`config.mk`:
```
export PLATFORM = sky130hd
export DESIGN_NAME = mod_hypothesis_decider
export DESIGN_NICKNAME = d
export VERILOG_FILES = /design/src/rtl/pcma_pkg.sv /design/src/rtl/dist_accumulator.sv /design/src/rtl/mod_hypothesis_decider.sv
export SDC_FILE = /design/constraint.sdc
export NUM_CORES = 1
export LEC_CHECK = 0
export ABC_AREA = 1
export CORE_MARGIN = 2
export CORE_UTILIZATION = 45
export DETAILED_ROUTE_END_ITERATION = 10
export PLACE_DENSITY = 0.76
export SYNTH_ARGS = -nofsm -noshare
export SYNTH_HDL_FRONTEND = slang
export SYNTH_HIERARCHICAL = 1
export SYNTH_SLANG_ARGS = --single-unit
```
`constraint.sdc`:
```
create_clock -name clk -period 5.4 [get_ports clk]
set_clock_uncertainty 0.15 [all_clocks]
set_input_delay 0.81 -clock clk [delete_from_list [all_inputs] [get_ports clk]]
set_output_delay 0.81 -clock clk [all_outputs]
set_load 0.02 [all_outputs]
```
`src/rtl/pcma_pkg.sv`:
```
// Shared definitions for the PSK mode-detection slice: mode encodings,
// decider FSM state encoding and default widths.
package pcma_pkg;

   localparam int unsigned DIST_WIDTH_DEF   = 16;
   localparam int unsigned LOG2_N_DEF       = 10;
   localparam int unsigned DRAIN_CYCLES_DEF = 32;

   // Same encoding as the upstream fm4_mode / fm8_mode selects
   localparam logic [2:0] MODE_NONE = 3'b000;
   localparam logic [2:0] MODE_QPSK = 3'b001;
   localparam logic [2:0] MODE_8PSK = 3'b010;

   typedef enum logic [2:0] {
      ST_IDLE   = 3'd0,
      ST_ACC    = 3'd1,
      ST_DRAIN  = 3'd2,
      ST_EVAL   = 3'd3,
      ST_DECIDE = 3'd4
   } dec_state_e;

endpackage

```
`src/rtl/dist_accumulator.sv`:
```
// Accumulates exactly 2^LOG2_N distance samples and exposes their mean.
//   clk, reset_n : clock, synchronous active-low reset
//   clear_i      : zero sum/count/full for a new period
//   valid_i      : sample strobe (ignored once full)
//   data_i       : distance sample
//   full_o       : N samples have been accumulated
//   last_c_o     : combinational, this valid_i completes the N-th sample
//   mean_o       : sum >> LOG2_N (truncating)
module dist_accumulator
   import pcma_pkg::*;
#(
   parameter int unsigned LOG2_N     = LOG2_N_DEF,
   parameter int unsigned DIST_WIDTH = DIST_WIDTH_DEF
) (
   input  logic                  clk,
   input  logic                  reset_n,
   input  logic                  clear_i,
   input  logic                  valid_i,
   input  logic [DIST_WIDTH-1:0] data_i,
   output logic                  full_o,
   output logic                  last_c_o,
   output logic [DIST_WIDTH-1:0] mean_o
);

   localparam int unsigned SUM_W = DIST_WIDTH + LOG2_N;
   localparam int unsigned CNT_W = LOG2_N + 1;
   localparam int unsigned N     = 1 << LOG2_N;

   logic [SUM_W-1:0] sum_q, sum_d;
   logic [CNT_W-1:0] cnt_q, cnt_d;
   logic             full_q, full_d;
   logic             accept;

   assign accept   = valid_i && !full_q;
   assign last_c_o = accept && (cnt_q == CNT_W'(N - 1));

   // Next-state for sum/count; clear wins over a coincident sample
   always_comb begin
      sum_d  = sum_q;
      cnt_d  = cnt_q;
      full_d = full_q;
      if (clear_i) begin
         sum_d  = '0;
         cnt_d  = '0;
         full_d = 1'b0;
      end else if (accept) begin
         sum_d  = sum_q + SUM_W'(data_i);
         cnt_d  = cnt_q + CNT_W'(1);
         full_d = last_c_o;
      end
   end

   always_ff @(posedge clk) begin
      if (!reset_n) begin
         sum_q  <= '0;
         cnt_q  <= '0;
         full_q <= 1'b0;
      end else begin
         sum_q  <= sum_d;
         cnt_q  <= cnt_d;
         full_q <= full_d;
      end
   end

   // Sum has exactly LOG2_N extra bits, so the shifted mean fits DIST_WIDTH
   assign mean_o = sum_q[SUM_W-1:LOG2_N];
   assign full_o = full_q;

endmodule

```
`src/rtl/mod_hypothesis_decider.sv`:
```
// Runs a QPSK then an 8-PSK accumulation period against the upstream
// distance stage, picks the hypothesis with the smaller mean distance and
// flags lock when that mean is within the latched threshold.
//   clk, reset_n      : clock, synchronous active-low reset
//   start_i, thresh_i : run request and lock threshold (latched on start)
//   dist_val_i/dist_i : distance samples from upstream
//   mode_o, enable_o  : hypothesis mode / period enable to upstream
//   busy_o, done_o    : run in progress / one-cycle result strobe
//   mode_det_o, lock_o, mean_qpsk_o, mean_8psk_o : held decision outputs
module mod_hypothesis_decider
   import pcma_pkg::*;
#(
   parameter int unsigned LOG2_N       = LOG2_N_DEF,
   parameter int unsigned DIST_WIDTH   = DIST_WIDTH_DEF,
   parameter int unsigned DRAIN_CYCLES = DRAIN_CYCLES_DEF
) (
   input  logic                  clk,
   input  logic                  reset_n,
   input  logic                  start_i,
   input  logic [DIST_WIDTH-1:0] thresh_i,
   input  logic                  dist_val_i,
   input  logic [DIST_WIDTH-1:0] dist_i,
   output logic [2:0]            mode_o,
   output logic                  enable_o,
   output logic                  busy_o,
   output logic                  done_o,
   output logic [2:0]            mode_det_o,
   output logic                  lock_o,
   output logic [DIST_WIDTH-1:0] mean_qpsk_o,
   output logic [DIST_WIDTH-1:0] mean_8psk_o
);

   localparam int unsigned DRAIN_W = $clog2(DRAIN_CYCLES + 1);

   dec_state_e state_q, state_d;

   logic [2:0]            mode_q, mode_d;
   logic                  enable_q, enable_d;
   logic                  busy_q, busy_d;
   logic                  done_q, done_d;
   logic [2:0]            mode_det_q, mode_det_d;
   logic                  lock_q, lock_d;
   logic [DIST_WIDTH-1:0] mean_qpsk_o_q, mean_qpsk_o_d;
   logic [DIST_WIDTH-1:0] mean_8psk_o_q, mean_8psk_o_d;
   logic [DIST_WIDTH-1:0] mean_qpsk_q, mean_qpsk_d;
   logic [DIST_WIDTH-1:0] thresh_q, thresh_d;
   logic [DRAIN_W-1:0]    drain_cnt_q, drain_cnt_d;

   logic                  acc_clear, acc_valid, acc_full, acc_last_c;
   logic                  qpsk_wins;
   logic [DIST_WIDTH-1:0] acc_mean;

   dist_accumulator #(
      .LOG2_N     (LOG2_N),
      .DIST_WIDTH (DIST_WIDTH)
   ) u_acc (
      .clk      (clk),
      .reset_n  (reset_n),
      .clear_i  (acc_clear),
      .valid_i  (acc_valid),
      .data_i   (dist_i),
      .full_o   (acc_full),
      .last_c_o (acc_last_c),
      .mean_o   (acc_mean)
   );

   // State register
   always_ff @(posedge clk) begin
      if (!reset_n) state_q <= ST_IDLE;
      else          state_q <= state_d;
   end

   // Next-state logic; the current hypothesis is carried by mode_q
   always_comb begin
      state_d = state_q;
      unique case (state_q)
         ST_IDLE:   if (start_i) state_d = ST_ACC;
         ST_ACC:    if (acc_last_c || acc_full) state_d = ST_DRAIN;
         ST_DRAIN:  if (drain_cnt_q == DRAIN_W'(DRAIN_CYCLES - 1)) state_d = ST_EVAL;
         ST_EVAL:   state_d = (mode_q == MODE_QPSK) ? ST_ACC : ST_DECIDE;
         ST_DECIDE: state_d = ST_IDLE;
         default:   state_d = ST_IDLE;
      endcase
   end

   // Output / datapath next values. Outputs are registered from the
   // transition, so decision values are formed in EVAL and become visible
   // together with done_o during DECIDE.
   always_comb begin
      mode_d        = mode_q;
      enable_d      = 1'b0;
      busy_d        = (state_d != ST_IDLE);
      done_d        = 1'b0;
      mode_det_d    = mode_det_q;
      lock_d        = lock_q;
      mean_qpsk_o_d = mean_qpsk_o_q;
      mean_8psk_o_d = mean_8psk_o_q;
      mean_qpsk_d   = mean_qpsk_q;
      thresh_d      = thresh_q;
      drain_cnt_d   = '0;
      acc_clear     = 1'b0;
      acc_valid     = 1'b0;
      qpsk_wins     = 1'b0;
      unique case (state_q)
         ST_IDLE: begin
            mode_d = MODE_QPSK;
            if (start_i) begin
               thresh_d  = thresh_i;
               acc_clear = 1'b1;
               enable_d  = 1'b1;
            end
         end
         ST_ACC: begin
            acc_valid = dist_val_i;
            enable_d  = !(acc_last_c || acc_full);
         end
         ST_DRAIN: begin
            drain_cnt_d = drain_cnt_q + DRAIN_W'(1);
         end
         ST_EVAL: begin
            if (mode_q == MODE_QPSK) begin
               mean_qpsk_d = acc_mean;
               mode_d      = MODE_8PSK;
               acc_clear   = 1'b1;
               enable_d    = 1'b1;
            end else begin
               // Tie goes to QPSK
               qpsk_wins     = (mean_qpsk_q <= acc_mean);
               mode_det_d    = qpsk_wins ? MODE_QPSK : MODE_8PSK;
               lock_d        = (qpsk_wins ? mean_qpsk_q : acc_mean) <= thresh_q;
               mean_qpsk_o_d = mean_qpsk_q;
               mean_8psk_o_d = acc_mean;
               done_d        = 1'b1;
            end
         end
         ST_DECIDE: begin
            mode_d = MODE_QPSK;
         end
         default: begin
            mode_d = MODE_QPSK;
         end
      endcase
   end

   // Output and datapath registers
   always_ff @(posedge clk) begin
      if (!reset_n) begin
         mode_q        <= MODE_QPSK;
         enable_q      <= 1'b0;
         busy_q        <= 1'b0;
         done_q        <= 1'b0;
         mode_det_q    <= MODE_NONE;
         lock_q        <= 1'b0;
         mean_qpsk_o_q <= '0;
         mean_8psk_o_q <= '0;
         mean_qpsk_q   <= '0;
         thresh_q      <= '0;
         drain_cnt_q   <= '0;
      end else begin
         mode_q        <= mode_d;
         enable_q      <= enable_d;
         busy_q        <= busy_d;
         done_q        <= done_d;
         mode_det_q    <= mode_det_d;
         lock_q        <= lock_d;
         mean_qpsk_o_q <= mean_qpsk_o_d;
         mean_8psk_o_q <= mean_8psk_o_d;
         mean_qpsk_q   <= mean_qpsk_d;
         thresh_q      <= thresh_d;
         drain_cnt_q   <= drain_cnt_d;
      end
   end

   assign mode_o      = mode_q;
   assign enable_o    = enable_q;
   assign busy_o      = busy_q;
   assign done_o      = done_q;
   assign mode_det_o  = mode_det_q;
   assign lock_o      = lock_q;
   assign mean_qpsk_o = mean_qpsk_o_q;
   assign mean_8psk_o = mean_8psk_o_q;

endmodule
```
==> results.md <==
Floorplan:
- The die width is 126 um.
- Measured along the y axis, the die boundary spans 126 um.
- The initial core utilization is 0.463.
- During I/O placement, the number of pins put on the boundary was 78.
- The floorplan core area is 0.0146 mm2.
- The initialized floorplan defines 44 standard-cell rows.
- The die covers 0.0160 mm2.

Detailed routing:
- The mean number of vias per cell is 5.09.
- The first TritonRoute pass finished after 5 iterations.
- The number of vias in the routed layout is 6298.
- The post-route antenna net violation count is 0.
- Summed over all layers, the routed wires come to 16200 um.
- After detailed routing, the average wire length per cell comes to 13.1 um.
- The number of design-rule violations left by the first detailed-router iteration is 546.
- For this run, design rule violations remaining after detail routing come to 0.

Worst setup path:
- The number of cells traversed by the worst register-to-register path is 14.
- The kind of critical path is register to register.
- The worst endpoint required time is 5600 ps.
- The slack of the worst reg-to-reg path is 2330 ps.
- The largest driver fanout on the critical path is 32.
- The nature of the critical path endpoint is a register.
- Data arrives at the worst endpoint at 3270 ps.
- The startpoint type of the worst setup path is a register.

STA:
- At the pin with the least slew margin, the transition time is 831 ps.
- The post-layout minimum cycle time is 3070 ps.
- After routing, the total negative slack on setup checks comes to 0 ps.
- The total count of max-transition violations in the final report is 0.
- Setup violations remaining at the end of the flow were counted as 0.
- The headroom to the max-slew limit is 0.446.
- The count of endpoints failing hold in the final timing report came to 0.
- Setup repair after global routing left no endpoint under its margin.
- The maximum operating frequency is 325 MHz.
- The slack of the critical path is 2330 ps.
- In the finished design, the share of the clock period the worst path needs comes to 0.569.
- The worst hold slack across all endpoints is 299 ps.

CTS:
- Buffers inserted during clock tree synthesis total 17.
- The cell sitting at the root of the clock tree is a sky130_fd_sc_hd__clkbuf_16.
- The post-CTS clock slew at the launch and capture registers of the worst setup and hold paths is 50 ps.
- The source-to-sink clock delay at the later pin of the worst-skew pair is 410 ps.
- The TritonCTS clock tree is yes.
- The post-CTS setup buffer count is 0.
- The number of sinks driven by the clock tree is 119.
- Counting along the longest clock path gives a buffer depth of 2.
- The number of gates resized after CTS is 0.
- The number of H-tree levels is 4.
- The number of hold buffers added after CTS was 0.

Pwr:
- In this run the static leakage power is 3.67 nW.
- Dividing total power by cell area gives a power density of 292 mW/mm2.
- Total power for the finished layout comes to 2.37 mW.
- The peak supply drop is 0.201 mV.

Yosys:
- Of the total synthesized cell area, the portion taken by AND, OR, NAND and NOR gates is 0.263.
- The post-synthesis mux area share is 0.
- The post-synthesis compound-gate area fraction came to 0.153.
- In the post-synthesis netlist, the biggest area contributors are sky130_fd_sc_hd__dfxtp_1 (35%), sky130_fd_sc_hd__nand2_1 (11%), sky130_fd_sc_hd__ha_1 (9.3%), sky130_fd_sc_hd__inv_1 (7.2%), sky130_fd_sc_hd__nor2_1 (7.2%).
- In this run the cell area of the synthesized design comes to 0.00675 mm2.
- The combinational family with the most area after synthesis is simple AND/OR/NAND/NOR gates.
- Synthesis handed over a netlist of 992 instances.
- Of the post-synthesis cell area, the dominant cell type holds 0.353.
- The number of enable-type register cells in the synthesized netlist is 0.
- For this run, the number of Yosys warnings is 6.
- The synthesized area per cell is 6.80 um2.
- The fraction of the mapped netlist area in adder cells is 0.0956.
- sky130_fd_sc_hd__nand2_1 is the most common cell in the netlist.
- Sorting the synthesized cells by how often they occur yields sky130_fd_sc_hd__nand2_1 (199), sky130_fd_sc_hd__inv_1 (130), sky130_fd_sc_hd__nor2_1 (130).
- The number of different library cells used by synthesis comes to 36.
- The portion of the post-synthesis area used by sequential elements is 0.353.
- After synthesis the netlist holds a flip-flop and latch count of 119.
- The library cell with the largest summed area after synthesis is sky130_fd_sc_hd__dfxtp_1.
- In the synthesized netlist the dominant register cell turns out to be sky130_fd_sc_hd__dfxtp_1.
- Of the total synthesized cell area, the portion taken by XOR and XNOR cells is 0.0130.
- After synthesis, the share of flip-flops with an asynchronous set or reset is 0.

Flow run:
- The number of violations of the max-capacitance limit is 0.

Placed design:
- During placement, the flow inserted port buffers numbering 75.
- The placed wire-length estimate is 11500 um.
- Routability-driven placement finished with a final weighted congestion of 0.907.
- After detailed placement, the design holds a cell count of 1206.
- Summing all placed instances gives a cell area of 0.00745 mm2.
- OpenSTA, run right after detailed placement, puts the worst setup slack at 2170 ps.

Layout:
- Leaving out filler cells and counting taps, the final layout contains 1237.
- The finished layout cell area is 0.00809 mm2.
- For this run, the share of the core covered by cells in the final layout is 0.554.
- The final layout contains 1128 nets.
- The fraction of final layout cells sized beyond drive strength 1 is 0.0617.
- The number of diodes added for antenna fixing is 0.
- The layout overhead on the synthesized area is 19.8%.

Global routing:
- The wire length of the first global-routing pass is 26900 um.
- In the global route stage, overall resource usage came out at 0.208.
- The initial antenna violation count came to 0.
- The total overflow left after global routing is 0.
- Entering global routing, the biggest net connects 71 pins.
- The via count of the first global-routing pass came to 5735.

Min path:
- The class of the tightest hold or removal check is register to register.
- The count of cells along the worst hold path is 1.

Run status:
- The flow ran to the end, and the final reports show no timing, DRC or antenna violations.
-- metal layers --
layer,GRT usage,part of all wire
met3,0.0460,0.049
met5,0,0
met1,0.252,0.44
met2,0.357,0.49
met4,0.0866,0.028
-- worst max-delay path, cell delays in order, from the launching register on --
cell and delay (ps):
sky130_fd_sc_hd__dfxtp_1 400, sky130_fd_sc_hd__inv_1 150, sky130_fd_sc_hd__ha_1 340, sky130_fd_sc_hd__nand2_1 50, sky130_fd_sc_hd__nor2_1 110, sky130_fd_sc_hd__nand2_1 80
sky130_fd_sc_hd__nor2_1 90, sky130_fd_sc_hd__nand3_1 110, sky130_fd_sc_hd__nand2_2 420, sky130_fd_sc_hd__o21ai_0 270, sky130_fd_sc_hd__ha_1 330, sky130_fd_sc_hd__nand2_1 50
sky130_fd_sc_hd__nor3_1 210, sky130_fd_sc_hd__a31oi_1 110, sky130_fd_sc_hd__a21oi_1 150
-- state kept, by name (all words and copies together), names as in the netlist --
name	flops
u_acc/cnt_q	11
drain_cnt_q	6
u_acc/full_o	1
state_q	3
enable_o	1
lock_o	1
mode_o	2
mean_qpsk_q	16
done_o	1
thresh_q	16
mode_det_o	2
u_acc/sum_q	26
busy_o	1
mean_qpsk_o	16
mean_8psk_o	16
-- power breakdown --
part	internal (mW)	switching, mW
clock network	0.839	0.387
logic	0.0847	0.148
registers	0.897	0.00853
total	1.82	0.544
-- layout make-up --
cell class | count | area (um2)
Fill cell | 1373 | 6500
Multi-Input combinational cell | 685 | 3540
Sequential cell | 119 | 2380
Timing Repair Buffer | 78 | 768
Inverter | 140 | 526
Clock buffer | 23 | 468
Tap cell | 184 | 230
Clock inverter | 8 | 170
-- cell families (layout without fill, tap and decap cells) --
logic type                 Yosys count  after routing
and+or+nand+nor                    419            419
AOI/OAI and AO/OA                  203            203
buffers and inverters              189            249
DFF                                119            119
adders and majority gates           51             51
xor gates and xnor gates            10             10
other                                1              2
-- layout by cell type (no fill, tap or decap), drive strengths merged, types with 3 or more instances in the layout --
cell           count
nor2             135
nand3             46
nor3              15
inv              140
ha                50
clkdlybuf4s50     74
nand4              4
a21oi             95
o21ai            103
clkbuf            23
bufinv             5
buf                4
nand2            212
xor2               9
nor3b              3
dfxtp            119
-- final timing paths --
path                                start                         to
max          u_acc/sum_q[21]$_SDFFE_PP0P_        lock_o$_SDFFE_PN0P_
max reg2reg  u_acc/sum_q[21]$_SDFFE_PP0P_        lock_o$_SDFFE_PN0P_
min reg2reg     drain_cnt_q[0]$_SDFF_PN0_  drain_cnt_q[0]$_SDFF_PN0_
min             drain_cnt_q[0]$_SDFF_PN0_  drain_cnt_q[0]$_SDFF_PN0_
Power figures use the tool's default switching activity.
